[config.mk]
export PLATFORM = sky130hd
export DESIGN_NAME = bit_scan_ctrl
export DESIGN_NICKNAME = d
export VERILOG_FILES = /design/src/rtl/bit_scan_pkg.sv /design/src/rtl/bit_scan_index.sv /design/src/rtl/bit_scan_ctrl.sv
export SDC_FILE = /design/constraint.sdc
export NUM_CORES = 1
export LEC_CHECK = 0
export CAP_MARGIN = 10
export CORE_ASPECT_RATIO = 1.25
export CORE_MARGIN = 4
export CORE_UTILIZATION = 35
export CTS_BUF_LIST = sky130_fd_sc_hd__clkbuf_8
export DETAILED_ROUTE_END_ITERATION = 12
export SYNTH_ARGS = -nofsm -noshare
export SYNTH_HDL_FRONTEND = slang
export SYNTH_SLANG_ARGS = --single-unit
[constraint.sdc]
create_clock -name clk -period 4.65 [get_ports clk]
set_input_delay 0.465 -clock clk [delete_from_list [all_inputs] [get_ports clk]]
set_output_delay 0.465 -clock clk [all_outputs]
set_load 0.03 [all_outputs]
[src/rtl/bit_scan_pkg.sv]
// bit_scan_pkg: FSM state type and range helpers shared by the bit scanner.
// Config macro: BIT_SCAN_OOB_FLAG_EN (consumed in bit_scan_ctrl).
package bit_scan_pkg;

  typedef enum logic [1:0] {
    IDLE,
    RUN,
    DONE
  } state_e;

  // Signed membership test valid for both range orientations.
  function automatic logic in_range(
    input int sel,
    input int msb,
    input int lsb
  );
    if (msb >= lsb) return (sel <= msb) && (sel >= lsb);
    return (sel >= msb) && (sel <= lsb);
  endfunction

  function automatic int span(
    input int msb,
    input int lsb
  );
    return (msb >= lsb) ? msb - lsb + 1 : lsb - msb + 1;
  endfunction

  function automatic int idx_w(input int n);
    return (n > 1) ? $clog2(n) : 1;
  endfunction

endpackage

[src/rtl/bit_scan_index.sv]
// bit_scan_index: range check and right-end bit offset for a signed index.
// Ports: sel (index) -> oob (outside [MSB:LSB]), offset (from right end).
module bit_scan_index
  import bit_scan_pkg::*;
#(
  parameter int MSB  = 4,
  parameter int LSB  = 0,
  parameter int SELW = 5,
  parameter int OFFW = 3
) (
  input  logic signed [SELW-1:0] sel,
  output logic                   oob,
  output logic        [OFFW-1:0] offset
);

  int sel_int;
  int off_int;

  always_comb begin
    sel_int = int'(sel);
    oob     = !in_range(sel_int, MSB, LSB);
    // The right end of the vector is always LSB, whichever way it counts.
    off_int = (MSB >= LSB) ? sel_int - LSB : LSB - sel_int;
    offset  = OFFW'(off_int);
  end

endmodule

[src/rtl/bit_scan_ctrl.sv]
// bit_scan_ctrl: captures a [MSB:LSB] vector and streams bit-selects out.
// Ports: clk, rst, start/data_in/first_sel/count/dir in; busy, out_valid/
// out_ready, out_bit, out_sel, out_oob, done. Macro: BIT_SCAN_OOB_FLAG_EN.
module bit_scan_ctrl
  import bit_scan_pkg::*;
#(
  parameter int MSB  = 4,
  parameter int LSB  = 0,
  parameter int SELW = 5,
  parameter int CNTW = 4
) (
  input  logic                   clk,
  input  logic                   rst,
  input  logic                   start,
  input  logic [MSB:LSB]         data_in,
  input  logic signed [SELW-1:0] first_sel,
  input  logic [CNTW-1:0]        count,
  input  logic                   dir,
  output logic                   busy,
  output logic                   out_valid,
  input  logic                   out_ready,
  output logic                   out_bit,
  output logic signed [SELW-1:0] out_sel,
  output logic                   out_oob,
  output logic                   done
);

  localparam int NBITS = span(MSB, LSB);
  localparam int OFFW  = idx_w(NBITS);
  localparam int FLATW = 1 << OFFW;

  state_e                 state_q;
  logic [MSB:LSB]         data_q;
  logic signed [SELW-1:0] sel_q;
  logic signed [SELW-1:0] sel_d;
  logic [CNTW-1:0]        rem_q;
  logic                   dir_q;
  logic                   busy_q;
  logic                   done_q;
  logic                   hs;

  logic                   oob;
  logic [OFFW-1:0]        offset;
  logic [FLATW-1:0]       flat;
  logic                   bit_raw;

  bit_scan_index #(
    .MSB (MSB),
    .LSB (LSB),
    .SELW(SELW),
    .OFFW(OFFW)
  ) u_index (
    .sel   (sel_q),
    .oob   (oob),
    .offset(offset)
  );

  assign hs    = busy_q & out_ready;
  // Two's-complement wrap is the natural SELW-bit overflow.
  assign sel_d = dir_q ? sel_q + 1'b1 : sel_q - 1'b1;

  // Packed copy puts the LSB end at bit 0 for either orientation.
  always_comb begin
    flat            = '0;
    flat[NBITS-1:0] = data_q;
  end

`ifdef BIT_SCAN_OOB_FLAG_EN
  assign bit_raw = oob ? 1'b0 : flat[offset];
  assign out_oob = busy_q & oob;
`else
  assign bit_raw = oob ? 1'bx : flat[offset];
  assign out_oob = 1'b0;
`endif

  always_ff @(posedge clk) begin
    if (rst) begin
      state_q <= IDLE;
      data_q  <= '0;
      sel_q   <= '0;
      rem_q   <= '0;
      dir_q   <= 1'b0;
      busy_q  <= 1'b0;
      done_q  <= 1'b0;
    end else begin
      done_q <= 1'b0;
      unique case (state_q)
        IDLE: begin
          if (start) begin
            data_q <= data_in;
            sel_q  <= first_sel;
            rem_q  <= count;
            dir_q  <= dir;
            if (count == '0) begin
              state_q <= DONE;
              done_q  <= 1'b1;
            end else begin
              state_q <= RUN;
              busy_q  <= 1'b1;
            end
          end
        end
        RUN: begin
          if (hs) begin
            sel_q <= sel_d;
            rem_q <= rem_q - 1'b1;
            if (rem_q == CNTW'(1)) begin
              state_q <= DONE;
              busy_q  <= 1'b0;
              done_q  <= 1'b1;
            end
          end
        end
        DONE: state_q <= IDLE;
        default: state_q <= IDLE;
      endcase
    end
  end

  assign busy      = busy_q;
  assign out_valid = busy_q;
  assign done      = done_q;
  assign out_sel   = sel_q;
  assign out_bit   = busy_q & bit_raw;

endmodule

## After elaboration in Yosys (flattened, before gate mapping)

Cells that the tools add are included.

| cells by class | value |
|---|---|
| $add $sub $neg | 3 |
| $lt $le $gt $ge | 3 |
| equality and inequality tests | 6 |
| multiplexer cells | 25 |
| bitwise operators | 2 |
| reductions and logical operators | 8 |

Operators by type and width:

| kind | number |
|---|---|
| $mux 5 | 3 |
| $mux 1 | 10 |
| $pmux 5 s2 | 1 |
| $mux 2 | 4 |
| $mux 4 | 2 |
| $ne 2x2->1 const B | 4 |
| $pmux 4 s2 | 1 |
| $reduce_and 3->1 | 2 |
| $add 5x1->5 const B | 1 |
| $ge 5x1->1 const B | 1 |
| $le 5x4->1 const B | 1 |
| $reduce_and 5->1 | 1 |
| $sub 5x1->5 const B | 1 |
| $eq 4x1->1 const B | 1 |
| $logic_not 4->1 | 1 |
| $lt 3x4->1 const B | 1 |
| $pmux 1 s2 | 2 |
| $pmux 2 s2 | 1 |
| $sub 4x1->4 const B | 1 |
| $bmux 1 s3 | 1 |
| $and 1x1->1 | 2 |
| $eq 2x1->1 const B | 1 |
| $logic_not 2->1 | 1 |
| $reduce_and 2->1 | 1 |
| 2 further kinds | 2 |

| word-level totals | value |
|---|---|
| flip-flop bits (word level) | 19 |
| logic and storage cells | 54 |

## Longest topological paths before layout

Gate-level depths: netlist (run 1).

| depth | value |
|---|---|
| depth after elaboration | 4 |
| gate-level depth with buffers | 7 |

## Hierarchy

Synthesis (run 1) repeated with hierarchy kept, for this count alone.

| unflattened totals | value |
|---|---|
| cell total of the unflattened synthesis | 139 |
| area total of the unflattened synthesis | 1143.6 um^2 |

By module, submodules not included:

| module | instances | cells an instance | area each (um^2) | sequential area each (um^2) |
|---|---|---|---|---|
| bit_scan_ctrl | 1 | 133 | 1108.6 | 380.4 |
| bit_scan_index | 1 | 6 | 35.0 | 0.0 |

## Least setup slack after synthesis (run 1)

No wires, ideal clock.

| timing | value |
|---|---|
| kind | register -> output |
| start point | register sel_q[0] (netlist: out_sel[0]) |
| end point | output out_bit |
| data arrival time | 1.574 ns |
| required time | 4.185 ns |
| path slack | 2.611 ns |
| stages on the path, launching flop included | 4 |
| path buffers | 0 |
| cells stage by stage | dfxtp_1 > mux4_2 > nand2b_1 > a21boi_0 |

| on the way | value |
|---|---|
| cells in the longest elaborated chain, start to end | 4 |

RTL lines:

| what | RTL line | RTL |
|---|---|---|
| start: declaration | bit_scan_ctrl.sv:34 | `logic signed [SELW-1:0] sel_q;` |
| start signal: assignment | bit_scan_ctrl.sv:91 | `sel_q <= first_sel;` |
| start signal: assignment | bit_scan_ctrl.sv:105 | `sel_q <= sel_d;` |
| $bmux 1 s3 | bit_scan_ctrl.sv:72 | `assign bit_raw = oob ? 1'bx : flat[offset];` |
| $mux 1 (implied by the code) | bit_scan_ctrl.sv:72 |  |
| $mux 1 | bit_scan_ctrl.sv:72 |  |
| $and 1x1->1 | bit_scan_ctrl.sv:124 | `assign out_bit = busy_q & bit_raw;` |
| end: declaration | bit_scan_ctrl.sv:22 | `output logic out_bit,` |

No other way between the ends. The select of a mux whose other input is x is not followed.

## Final worst setup path (run 1)

Ends and elaborated chain as after synthesis.

==> impl_metrics.ini, run 1 <==
[outcome]
outcome = finished clean

[grt]
grt_use_total_pct = 13.58
grt_util_met3_pct = 2.555
grtUsageMet2_pct = 20.75
grt_pass1_vias = 1000
grt_use_met1_pct = 19.58
grt_max_degree = 22
grt_pass1_wl_um = 4478
grt-busiest-layer = met2
gr-total-overflow = 0
antenna_found_initial = 0

[synthesis]
synth-edff-count = 0
syn-num-nets = 157
synth_top_area_share_pct = 34.27
yosys_warnings = 0
ys.flop_type = dfxtp_1
avgSynthCellArea_um2 = 8.408
synth.distinct_cells = 38
seq_area_frac_synth_pct = 34.27
synthCells = 132
synth.area.top_cells = dfxtp_1 34%, a21oi_1 6.3%, ha_1 5.6%
syn-cell-area_mm2 = 0.001110
synthArstFlopShare_pct = 0
synth_top_cell_by_area = dfxtp_1
yosys_register_bits = 19

[die]
core_area_mm2 = 0.003000
die-area_mm2 = 0.004141
die_h_um = 70.96
ioPinCount = 29
start_util_pct = 36.99
row_count = 22
fp.dieW_um = 58.37

[route]
vias = 981
wl_um = 2593
drt_iter0_drc = 26
antenna_left = 0
post-route-drc-count = 0
drt-vias-per-instance = 5.190
wl_per_cell_um = 13.72
dr.pass1.iters = 4

[power_and_ir_drop]
p_leak_nw = 0.5252
max-vdd-ir-drop_uv = 175.7
powerDensity_mw_per_mm2 = 303.3

[sta]
setup_viol = 0
fmax_ghz = 0.4240
min_period_ps = 2358
hold_viol_final = 0
maxSlewHeadroom_pct = 48.14
rsz0062_at_grt = no
clock-skew-final_ps = 2.048
finalSetupTns_ps = 0
tightest_slew_ps = 775.5
post-route-period-util_pct = 50.72
layout_setup_ws_ps = 2292
slew_violations = 0

[clock_network]
root_buffer = clkbuf_8
htreeDepth = 1
cts_inserted_buffers = 3
cts_resized = 0
hold_buffers = 0
clk_latency_ps = 250
clock-sinks = 19
cts_tree = yes
post_cts_buffers = 0
max-clock-path-buffers = 2
cts.clk_slew.worst_paths_ps = 70

[cells_and_area]
syn_to_final_growth_pct = 26.72
fin_nets = 179
nFillCells = 310
multi_input_area_um2 = 646.9
diodes = 0
seqCellArea_um2 = 380.4
drive_gt1_share_pct = 4.575

[setup_path]
arrival_ps = 1890
cp.required_ps = 4180
crit_type = flop to output port
r2r_cells = 6
timing.rr.start = out_sel[0]
timing.rr.end = out_sel[4]
rrSetupSlack_ps = 2880
cp_max_fo = 4
cp-end-kind = output port
start_kind = flop

[flow_run]
cap_violations = 0

[worst_hold_path]
worstHoldStart = data_q[3]
min_path_type = flop to flop
hold_depth = 2
holdPathEnd = data_q[3]

[place]
gp_congestion = 0.7740
hpwl_um = 1914
portBuffers = 27
place_ws_ps = 2549
## worst max-delay path: stages, from the launching register on
cell and delay, ps:
dfxtp_1 390, mux4_2 510, nand2b_1 80, a21boi_0 70, clkdlybuf4s50_1 600
## sequential cells by signal (all words and copies together) (netlist names)
| signal | cells |
|---|---|
| data_q | 5 |
| out_sel | 5 |
| rem_q | 4 |
| state_q | 2 |
| busy | 1 |
| dir_q | 1 |
| done | 1 |
## synth_stat cells, types with 3 or more instances
cell type / number
dfxtp_1: 19
a21oi_1: 14
nor2_1: 12
nand2_1: 9
o21ai_0: 9
a211oi_1: 6
ha_1: 5
inv_1: 5
nand2b_1: 5
nor3_1: 5
buf_2: 3
clkbuf_1: 3
## cell usage in the layout (no fill, tap or decap), types with 2 or more instances in the layout
master / netlist / layout
mux2i_1: 2 / 2
nor2b_1: 2 / 2
a21o_1: 2 / 2
nor3_1: 5 / 5
ha_1: 5 / 5
o41ai_1: 2 / 2
nand2_1: 9 / 9
inv_1: 5 / 6
nand2b_1: 5 / 5
clkdlybuf4s50_1: 0 / 27
nor3b_1: 2 / 2
dfxtp_1: 19 / 19
nor2_1: 12 / 12
o21ai_1: 2 / 2
clkbuf_8: 0 / 3
a21oi_1: 14 / 14
a211oi_1: 6 / 6
a221oi_1: 2 / 2
o21ai_0: 9 / 9
nand3b_1: 2 / 2
xor2_1: 2 / 2
## metrics by stage
stage	hold slack (ps)	utilization, %	cell area (µm²)	std cells	power, mW
3_5_place_dp	468.0	45.37	1361	185	0.3188
4_1_cts	478.4	46.87	1406	189	0.4328
3_3_place_gp	463.5	45.37	1361	185	0.3168
5_1_grt	494.0	46.87	1406	189	0.4565
2_1_floorplan	450.4	-	1110	132	0.2790
6_report	475.3	46.87	1406	189	0.4266
## routing by layer
| metal | part of all wire [%] | up-vias | wire (µm) |
|---|---|---|---|
| li1 | - | 506 | - |
| met5 | 0 | - | 0 |
| met4 | 0.66 | 0 | 17 |
| met3 | 3.2 | 2 | 84 |
| met2 | 48 | 13 | 1242 |
| met1 | 48 | 460 | 1248 |
## how the worst max path moves through the flow
stage / endpoint / from / slack [ps]
global route: out_bit / out_sel[0] / 2230
CTS: out_bit / out_sel[0] / 2270
finish: out_bit / out_sel[0] / 2290
global placement: out_bit / out_sel[0] / 2570
floorplan: out_bit / out_sel[0] / 2610
detailed placement: out_bit / out_sel[0] / 2550
## kinds of logic after synthesis
logic type                 after synthesis  synth area share [%]
AOI/OAI and AO/OA                       42                 24.35
muxes                                    3                 3.833
other                                    1                0.3379
and+or+nand+nor                         44                 20.74
buffers and inverters                   15                 7.440
DFF                                     19                 34.27
adders and majority gates                6                 7.441
xor gates and xnor gates                 2                 1.579
## power by group
part	leakage, nW	internal (mW)	switching, mW	total (mW)
clock	0.0269	0.0586	0.0536	0.112
sequential	0.156	0.176	0.0136	0.190
combinational	0.342	0.0605	0.0643	0.125
total	0.525	0.295	0.132	0.427
## final cells by class
cell class	count	area share (%)
clock buffer	3	2.936
clock inverter	1	0.2669
inverter	5	1.335
multi-input combinational	98	46.00
sequential	19	27.05
tap	36	3.203
timing repair buffer	27	19.22
(Power assumes the default switching activity.)
==> run 2: changes to the inputs <==
Clock period 4.65 ns to 2.4 ns, I/O delays scaled along.
==> run 2 against run 1 <==
Effect of this change: combinational power up 94%; cell area is 0.53% higher; sequential power grew 93%; critical path type unchanged; critical endpoint unchanged; largest cell class unchanged; largest power group unchanged; highest routed layer unchanged.
==> impl_metrics.ini, run 2 (same netlist as run 1, synthesis figures left out) <==
[sta]
fmax_ghz = 0.4671
slew_violations = 0
hold_viol_final = 0
rsz0062_at_grt = no
min_period_ps = 2141
tightest_slew_ps = 730.6
clock-skew-final_ps = 4.364
setup_viol = 0
post-route-period-util_pct = 89.20
finalSetupTns_ps = 0
maxSlewHeadroom_pct = 51.14

[die]
die-area_mm2 = 0.004141
ioPinCount = 29
fp.dieW_um = 58.37
die_h_um = 70.96
start_util_pct = 36.99
row_count = 22
core_area_mm2 = 0.003000

[clock_network]
post_cts_buffers = 0
cts.clk_slew.worst_paths_ps = 70
max-clock-path-buffers = 2
clock-sinks = 19
cts_tree = yes
htreeDepth = 1
hold_buffers = 0
clk_latency_ps = 250
cts_inserted_buffers = 3
cts_resized = 0
root_buffer = clkbuf_8

[setup_path]
rrSetupSlack_ps = 600
cp-end-kind = output port
crit_path_cell_trace = mux4_2, nand2b_1, a21boi_0, clkdlybuf4s50_1
r2r_cells = 6
max_stage_delay_ps = 600
cp-endpoint = out_bit
crit_path_start = out_sel[0]
start_kind = flop
arrival_ps = 1900
cp_slowest_cell = clkdlybuf4s50_1
cp_max_fo = 4
crit_type = flop to output port
path_delay_family = buffers and inverters
path_depth = 4
cp.required_ps = 2160
timing.rr.start = out_sel[0]
timing.rr.end = out_sel[4]
cp.buffers_inverters = 1

[grt]
grt_max_degree = 22
antenna_found_initial = 0
grt_pass1_wl_um = 4084
grt_pass1_vias = 906
grt_use_total_pct = 12.42
gr-total-overflow = 0

[cells_and_area]
syn_to_final_growth_pct = 27.40
drive_gt1_share_pct = 5.195
final_cell_mix = 27 x clkdlybuf4s50_1, 19 x dfxtp_1, 14 x a21oi_1
postLayoutCoreUtil_pct = 47.12
multi_input_area_um2 = 646.9
diodes = 0
fin_nets = 180
seqCellArea_um2 = 380.4
final_common_cell = clkdlybuf4s50_1
nFillCells = 307

[route]
drt-vias-per-instance = 5.142
wl_um = 2517
antenna_left = 0
vias = 977
dr.pass1.iters = 4
wl_per_cell_um = 13.25
post-route-drc-count = 0
drt_iter0_drc = 44

[power_and_ir_drop]
p_leak_nw = 0.5306
pwr-share-clk_pct = 26.3
p_seq_share_pct = 44.4
powerDensity_mw_per_mm2 = 584.5
p_sw_mw = 0.2542
p_int_mw = 0.5722
comb_power_share_pct = 29.3
p_sw_share_pct = 30.76
max-vdd-ir-drop_uv = 366.7
power_mw = 0.8264

[outcome]
outcome = finished clean

[flow_run]
cap_violations = 0

[place]
hpwl_um = 1909
gp_congestion = 0.7723
portBuffers = 27

[worst_hold_path]
min_path_type = flop to flop
worstHoldStart = data_q[4]
## run 2: changes by cell type in the layout (fill, tap and decap cells not counted), sizes merged
| cell | delta |
|---|---|
| buf | +1 |
## run 2: worst min path at each step
stage               slack [ps]          to  cells after the start
finish                     480   data_q[4]                      2
global route               500   data_q[2]                      2
CTS                        480   data_q[1]                      2
detailed placement         470   data_q[4]                      2
global placement           460   data_q[1]                      2
floorplan                  340  out_sel[4]                      1
## run 2: layout make-up
class,count,share of cell area [%]
Multi-Input combinational cell,98,45.75
Sequential cell,19,26.90
Timing Repair Buffer,28,19.65
Tap cell,36,3.186
Clock buffer,3,2.920
Inverter,5,1.327
Clock inverter,1,0.2655
## run 2: metal layers
layer	track usage [%]	share of wire, %
met5	0	0
met4	3.866	0.40
met3	2.555	3.8
met2	18.26	48
met1	17.97	48
## run 2: stage by stage
stage / cells / instance area, µm² / hold slack (ps) / setup slack (ps)
floorplan: 132 / 1110 / 342.1 / 513.6
global placement: 186 / 1369 / 463.2 / 550.4
detailed placement: 186 / 1369 / 470.5 / 531.5
CTS: 190 / 1414 / 484.8 / 248.0
global route: 190 / 1414 / 500.1 / 184.6
finish: 190 / 1414 / 483.8 / 259.2
## run 2: power by group through the flow
stage | registers (mW) | logic (mW) | clock network, mW
final | 0.367 | 0.242 | 0.218
after global routing | 0.371 | 0.269 | 0.235
after CTS | 0.367 | 0.245 | 0.222
after detailed placement | 0.374 | 0.244 | 0
after global placement | 0.374 | 0.240 | 0
after floorplan | 0.386 | 0.155 | 0
## run 2: worst reg2reg max path, cell delays in order (launching register included)
cell,delay (ps)
dfxtp_1,400
inv_1,120
fa_1,460
nand2b_1,160
a21oi_1,160
mux2i_1,100
o41ai_1,300
==> run 3: changes to the inputs <==
Settings changed: SLEW_MARGIN set to 5.
==> results of run 3 <==
Final layout, timing and power as in run 2 (identical DEF).
